File: config.mk
export PLATFORM = sky130hd
export DESIGN_NAME = writeback_stage
export DESIGN_NICKNAME = d
export VERILOG_FILES = /design/src/rtl/writeback_stage_pkg.sv /design/src/rtl/writeback_stage_load_extract.sv /design/src/rtl/writeback_stage.sv
export SDC_FILE = /design/constraint.sdc
export NUM_CORES = 1
export LEC_CHECK = 0
export CORE_UTILIZATION = 45
export CTS_CLUSTER_SIZE = 16
export DETAILED_ROUTE_END_ITERATION = 8
export DONT_BUFFER_PORTS = 1
export SLEW_MARGIN = 20
export SYNTH_ARGS = -nofsm -noshare
export SYNTH_HDL_FRONTEND = slang
export SYNTH_SLANG_ARGS = --single-unit
File: constraint.sdc
create_clock -name Clk -period 5.1 [get_ports Clk]
set_input_delay 0.51 -clock Clk [delete_from_list [all_inputs] [get_ports Clk]]
set_output_delay 0.51 -clock Clk [all_outputs]
set_load 0.01 [all_outputs]
File: src/rtl/writeback_stage_pkg.sv
// Shared CPU constants for the writeback stage: write-back source select,
// load type encodings and the captured-instruction record.
package writeback_stage_pkg;

  localparam int XLEN       = 32;
  localparam int REG_ADDR_W = 5;

  // Source of the register file write data
  typedef enum logic [1:0] {
    WB_ALU  = 2'd0,
    WB_MEM  = 2'd1,
    WB_LINK = 2'd2,
    WB_RSVD = 2'd3
  } wb_sel_e;

  // Load flavours; encodings 5-7 are unused and treated as a word load
  typedef enum logic [2:0] {
    LD_W  = 3'd0,
    LD_B  = 3'd1,
    LD_BU = 3'd2,
    LD_H  = 3'd3,
    LD_HU = 3'd4
  } load_type_e;

  // Everything the stage keeps about one instruction
  typedef struct packed {
    logic                  reg_write;
    wb_sel_e               wb_sel;
    logic [2:0]            load_type;
    logic [REG_ADDR_W-1:0] rd;
    logic [XLEN-1:0]       alu_result;
    logic [XLEN-1:0]       mem_data;
    logic [XLEN-1:0]       link_pc;
  } wb_instr_t;

  // True for the halfword load flavours, which need a halfword-aligned address
  function automatic logic is_half_load(input logic [2:0] load_type);
    return (load_type == LD_H) || (load_type == LD_HU);
  endfunction

  // True for the byte load flavours, which can never be misaligned
  function automatic logic is_byte_load(input logic [2:0] load_type);
    return (load_type == LD_B) || (load_type == LD_BU);
  endfunction

endpackage

File: src/rtl/writeback_stage_load_extract.sv
// Combinational load data extraction: selects the addressed byte or halfword
// of the aligned memory word (little-endian), extends it, and flags
// addresses that are not naturally aligned for the access size.
module load_extract
  import writeback_stage_pkg::*;
(
  input  logic [2:0]      load_type,
  input  logic [1:0]      offset,
  input  logic [XLEN-1:0] mem_data,
  output logic [XLEN-1:0] load_data,
  output logic            misaligned
);

  logic [7:0]  byte_sel;
  logic [15:0] half_sel;

  // Pick the addressed byte/halfword, then extend according to the load type
  always_comb begin
    byte_sel   = mem_data[{offset, 3'b000} +: 8];
    half_sel   = offset[1] ? mem_data[31:16] : mem_data[15:0];
    load_data  = mem_data;
    misaligned = 1'b0;
    if (is_byte_load(load_type)) begin
      if (load_type == LD_B) begin
        load_data = {{24{byte_sel[7]}}, byte_sel};
      end else begin
        load_data = {24'b0, byte_sel};
      end
    end else if (is_half_load(load_type)) begin
      misaligned = offset[0];
      if (load_type == LD_H) begin
        load_data = {{16{half_sel[15]}}, half_sel};
      end else begin
        load_data = {16'b0, half_sel};
      end
    end else begin
      load_data  = mem_data;
      misaligned = (offset != 2'b00);
    end
  end

endmodule

File: src/rtl/writeback_stage.sv
// Writeback pipeline stage: holds one instruction from MEM, drives the
// register file write port and forwarding bus from that register, flags
// misaligned loads and counts retired instructions.
module writeback_stage
  import writeback_stage_pkg::*;
#(
  parameter int RETIRE_W = 32
) (
  input  logic                  Clk,
  input  logic                  Reset,
  input  logic                  In_Valid,
  output logic                  In_Ready,
  input  logic                  Flush,
  input  logic                  Hold,
  input  logic                  Reg_Write,
  input  logic [1:0]            Wb_Sel,
  input  logic [2:0]            Load_Type,
  input  logic [4:0]            Rd,
  input  logic [31:0]           ALU_Result,
  input  logic [31:0]           Mem_Data,
  input  logic [31:0]           Link_PC,
  output logic                  Write_Reg,
  output logic [4:0]            W_Addr,
  output logic [31:0]           W_Data,
  output logic                  Fwd_Valid,
  output logic [4:0]            Fwd_Addr,
  output logic [31:0]           Fwd_Data,
  output logic                  Misalign_Err,
  output logic [RETIRE_W-1:0]   Retired
);

  logic        stage_valid;
  wb_instr_t   stage;
  wb_instr_t   incoming;
  logic        transfer;
  logic        present;
  logic        retire;
  logic        misaligned;
  logic        ext_misaligned;
  logic [31:0] load_data;
  logic [31:0] wb_data;
  logic        wb_enable;

  assign In_Ready = !Hold;
  assign transfer = In_Valid & In_Ready & !Flush;

  // An instruction is presented to the register file only in an unheld cycle;
  // it leaves the stage at the end of that cycle and retires unless flushed.
  assign present = stage_valid & !Hold;
  assign retire  = present & !Flush;

  // Pack the MEM-stage fields into one record for capture
  always_comb begin
    incoming            = '0;
    incoming.reg_write  = Reg_Write;
    incoming.wb_sel     = wb_sel_e'(Wb_Sel);
    incoming.load_type  = Load_Type;
    incoming.rd         = Rd;
    incoming.alu_result = ALU_Result;
    incoming.mem_data   = Mem_Data;
    incoming.link_pc    = Link_PC;
  end

  // Stage register: flush beats hold beats transfer; no transfer makes a bubble
  always_ff @(posedge Clk or negedge Reset) begin
    if (!Reset) begin
      stage_valid <= 1'b0;
      stage       <= '0;
    end else if (Flush) begin
      stage_valid <= 1'b0;
    end else if (!Hold) begin
      stage_valid <= transfer;
      if (transfer) begin
        stage <= incoming;
      end
    end
  end

  // Retired-instruction counter, wraps naturally at its width
  always_ff @(posedge Clk or negedge Reset) begin
    if (!Reset) begin
      Retired <= '0;
    end else if (retire) begin
      Retired <= Retired + 1'b1;
    end
  end

  load_extract u_load_extract (
    .load_type  (stage.load_type),
    .offset     (stage.alu_result[1:0]),
    .mem_data   (stage.mem_data),
    .load_data  (load_data),
    .misaligned (ext_misaligned)
  );

  assign misaligned = (stage.wb_sel == WB_MEM) & ext_misaligned;

  // Select write data by source; the reserved select drives zero
  always_comb begin
    wb_data = '0;
    case (stage.wb_sel)
      WB_ALU:  wb_data = stage.alu_result;
      WB_MEM:  wb_data = load_data;
      WB_LINK: wb_data = stage.link_pc;
      default: wb_data = '0;
    endcase
  end

  // A write needs a real destination, a usable source and an aligned access
  always_comb begin
    wb_enable = present & stage.reg_write & (stage.rd != 5'd0) &
                !misaligned & (stage.wb_sel != WB_RSVD);
  end

  assign Write_Reg    = wb_enable;
  assign W_Addr       = stage.rd;
  assign W_Data       = wb_data;
  assign Fwd_Valid    = wb_enable;
  assign Fwd_Addr     = stage.rd;
  assign Fwd_Data     = wb_data;
  assign Misalign_Err = present & misaligned;

endmodule

==> flow_results.org <==
** Power and ir drop
- Switching Power :: 1.16 mW
- Power density of the placed cells :: 459 nW/um^2
- Combinational logic is responsible for 23.6% of the overall power.
- The clock network is responsible for 33.6% of the overall power.
- IR analysis of the VDD net gives a maximum drop of 266 uV.
- The analysis attributes to cell leakage a power of 3.15 nW.
- Internal power comes to 2.32 mW.
- Sw Share :: 33.4%
- Registers are responsible for 42.7% of the overall power.
- Total power of the final layout :: 3.48 mW

** Placement
- At the end of routability-driven placement, the weighted congestion stood at 0.839.
- Once placement finished, the instance area stood at 6990 sq um.
- After detailed placement, the design holds a cell count of 728.
- In this run the tool buffered the top-level ports with 0 buffer cells.
- Before CTS, the worst setup slack after placement is 1.64 ns.
- Post-detailed-placement half-perimeter wirelength :: 12900 um

** Critical path
- Worst reg2reg path startpoint :: Retired[0]
- Crit path required time :: 4.59 ns
- The most critical setup path has its startpoint at stage[105].
- Peak fanout along the critical path :: 35
- Walking the worst path, the cells encountered are nand2b_1 -> or3_1 -> o22ai_1.
- End of the worst register-to-register path :: Retired[14]
- The largest individual stage delay along the critical path comes from the cell or3_1.
- For this run, the slowest stage of the critical path takes 0.85 ns.
- R2r setup slk :: 3.11 ns
- Kind of launch point of the worst setup path :: flip-flop
- Measured in cells, the most critical reg-to-reg path has a length of 5.
- Type of the worst setup path :: reg -> out
- Data arrival at the endpoint of the critical path :: 3.40 ns
- STA classifies the critical path endpoint as a primary output.

** Finish
- Area grow syn2layout :: 5.30%
- Combined area of the multi-input logic cells :: 3180 sq um
- Leaving out fill and tap cells, the most frequent cell in the layout is dfrtp_1.
- In the layout the commonest cells are dfrtp_1, mux2_2, mux2i_1, xnor2_1, o22ai_1.
- Final net count :: 650
- Fillers :: 1420
- Cells with a size suffix above 1 make up 28.2% of the layout.
- Across the whole layout, storage elements account for 3500 sq um.
- The finished cells cover 7580 sq um.
- Final cell count without fillers :: 763
- At the end of the flow the core is filled with cells to 49.1%.

** Timing
- In this run the tightest slew margin relative to its limit is 29.5%.
- Min Clock Period, post-route :: 3.91 ns
- The total count of hold-check failures in the final report came to 0.
- Post-route fraction of the period consumed by the critical path :: 76.6%
- Setup violations remaining at the end of the flow were counted as 0.
- In the post-route analysis, the smallest setup slack over all paths is 1.19 ns.
- Worst Max-Slew Pin Slew :: 1.06 ns
- Worst setup skew after layout :: 0.00828 ns
- Hold Worst Slack :: 0.0924 ns
- Setup repair after global routing left no endpoint under its margin.
- Final-layout setup total negative slack :: 0 ns
- The number of max-slew violations in the final report was 0.
- Timing would allow up to 0.256 GHz.

** Clock tree
- In this run, post-CTS repair resized a total of 0 instances.
- In this run the clock root is driven by a clkbuf_16.
- Clk_lat worst skew :: 0.42 ns
- H-tree depth :: 4
- The clock passes through at most 2 buffers.
- Clock tree synthesis inserted a total of 17 buffers.
- TritonCTS built the clock tree.
- Reg clk slew, reported paths :: 0.06 ns
- Sink count of the clock tree :: 140

** Yosys
- Counting flops and latches in the post-synthesis netlist gives 140.
- Seq/Total Area, Yosys :: 48.7%
- Total of warnings raised by yosys :: 0
- Dividing the synthesized area by the synthesized cell count gives 12.1 sq um.
- Share of flip-flops with an asynchronous set or reset after synthesis :: 100%
- The most used flip-flop cell after synthesis is dfrtp_1.
- Netlist area before placement :: 7200 sq um
- Library cells used by synthesis :: 41
- Number of nets produced by synthesis :: 709
- Number of flops mapped to enable cells by yosys :: 0
- Gate count of the mapped netlist :: 596

** Route
- In the routed design, unresolved DRC markers number 0.
- Violation count after the first detailed-routing iteration :: 312
- In the final routed layout, each cell accounts on average for 23.5 um.
- Number of vias per cell :: 5.98
- First-pass iteration count of the detailed router :: 4
- Via Count :: 4566
- Routed Wire Length :: 18000 um
- Once detail routing completed, the nets flagged for antenna violations numbered 0.

** Global route
- The initial antenna violation count is 4.
- All-Layer GR Usage :: 22.4%
- First-pass GRT wire length :: 27500 um
- Entering global routing, the biggest net connects 141 pins.
- GRT overflow :: 0
- Number of global-route vias before repair :: 4802

** Floorplanning
- Once the floorplan was initialized, standard cells occupied 46.6% of the core.
- For this design the top-level I/O count stands at 222.
- Overall die height :: 128 um
- Die width :: 128 um
- The floorplan step defined a die boundary enclosing 16500 sq um.
- The region available for standard cell placement spans 15400 sq um.
- Site row count :: 45

** Flow run
- Reported max-cap violation count :: 0

** Worst hold path
- In this run the worst hold path is classified as in -> async.

** Outcome
- Run status :: finished clean
## power by group through the flow
| stage | clock, mW | combinational [mW] | sequential (mW) |
|---|---|---|---|
| after CTS | 1.20 | 0.826 | 1.49 |
| after global placement | 0 | 0.782 | 1.50 |
| final | 1.17 | 0.822 | 1.49 |
| after global routing | 1.24 | 0.895 | 1.51 |
| after floorplan | 0 | 0.838 | 1.39 |
| after detailed placement | 0 | 0.798 | 1.50 |
## kinds of logic (layout without fill, tap and decap cells)
kind of cell             after synthesis  in the layout  share of synthesized area [%]
AO/OA/AOI/OAI                         72             72                           6.57
XOR/XNOR                              31             31                           3.77
adder cells (fa/ha/maj)                1              1                          0.174
buffers and inverters                 86             40                           7.30
flip-flops                           140            140                           48.7
multiplexers                         147            147                           23.7
other                                  0              2                              0
AND/OR/NAND/NOR                      119            119                           9.82
## cell usage after synthesis (2+ instances only)
library cell  instances  area share (%)
buf_6                 2            0.31
o21ai_0               2            0.14
o32ai_1               8            0.97
or3_1                17             1.5
nor2_1               15            0.78
inv_1                 3            0.16
a21oi_1              18             1.3
nand4b_1              3            0.37
nor4_1                2            0.17
nor3_1                4            0.28
nand4bb_1             2            0.31
o22ai_1              24             2.1
nand2b_1              4            0.35
mux2i_1              34             4.7
clkbuf_1             19            0.99
nand2_1              16            0.83
nand3_1              10            0.70
xnor2_1              27             3.3
a211oi_1             16             1.7
dfrtp_1             140              49
mux4_2                8             2.5
and4_1                4            0.49
nand4_1              13             1.1
buf_2                18             1.3
buf_4                44             4.6
xor2_1                4            0.49
and3_1               21             1.8
mux2_2              105              16
## critical path: cells and delay by family (launching register included)
kind             cells  cell delay, ns
AND/OR/NAND/NOR      2            1.39
flip-flops           1            0.78
AO/OA/AOI/OAI        1            0.79
## sequential cells by signal (all words and copies together) (netlist names)
signal       cells
Fwd_Addr         5
stage_valid      1
stage          102
Retired         32
## layout make-up
class / instances / share of cell area (%)
timing repair buffer: 5 / 0.760
sequential: 140 / 46.3
clock buffer: 20 / 5.89
clock inverter: 12 / 1.49
antenna: 2 / 0.0661
tap: 211 / 3.48
multi-input combinational: 370 / 41.9
inverter: 3 / 0.149
## how the worst max path moves through the flow
stage,end,slack (ns)
after CTS,Fwd_Data[17],1.18
after global placement,Fwd_Data[17],1.68
final,W_Data[17],1.19
after global routing,W_Data[14],1.04
after floorplan,W_Data[6],2.68
after detailed placement,Fwd_Data[17],1.64
## routing by layer
layer	GRT usage, %	wire length (um)	vias to the layer above
li1	-	-	2026
met4	9.13	315	4
met5	0	23	-
met2	35.1	8650	203
met1	28.5	7560	2307
met3	7.78	1430	26
## what timing repair did
item,CTS,global route
hold endpoints to repair,140,0
setup buffers,0,0
hold buffers,1,0
(Power assumes the default switching activity.)
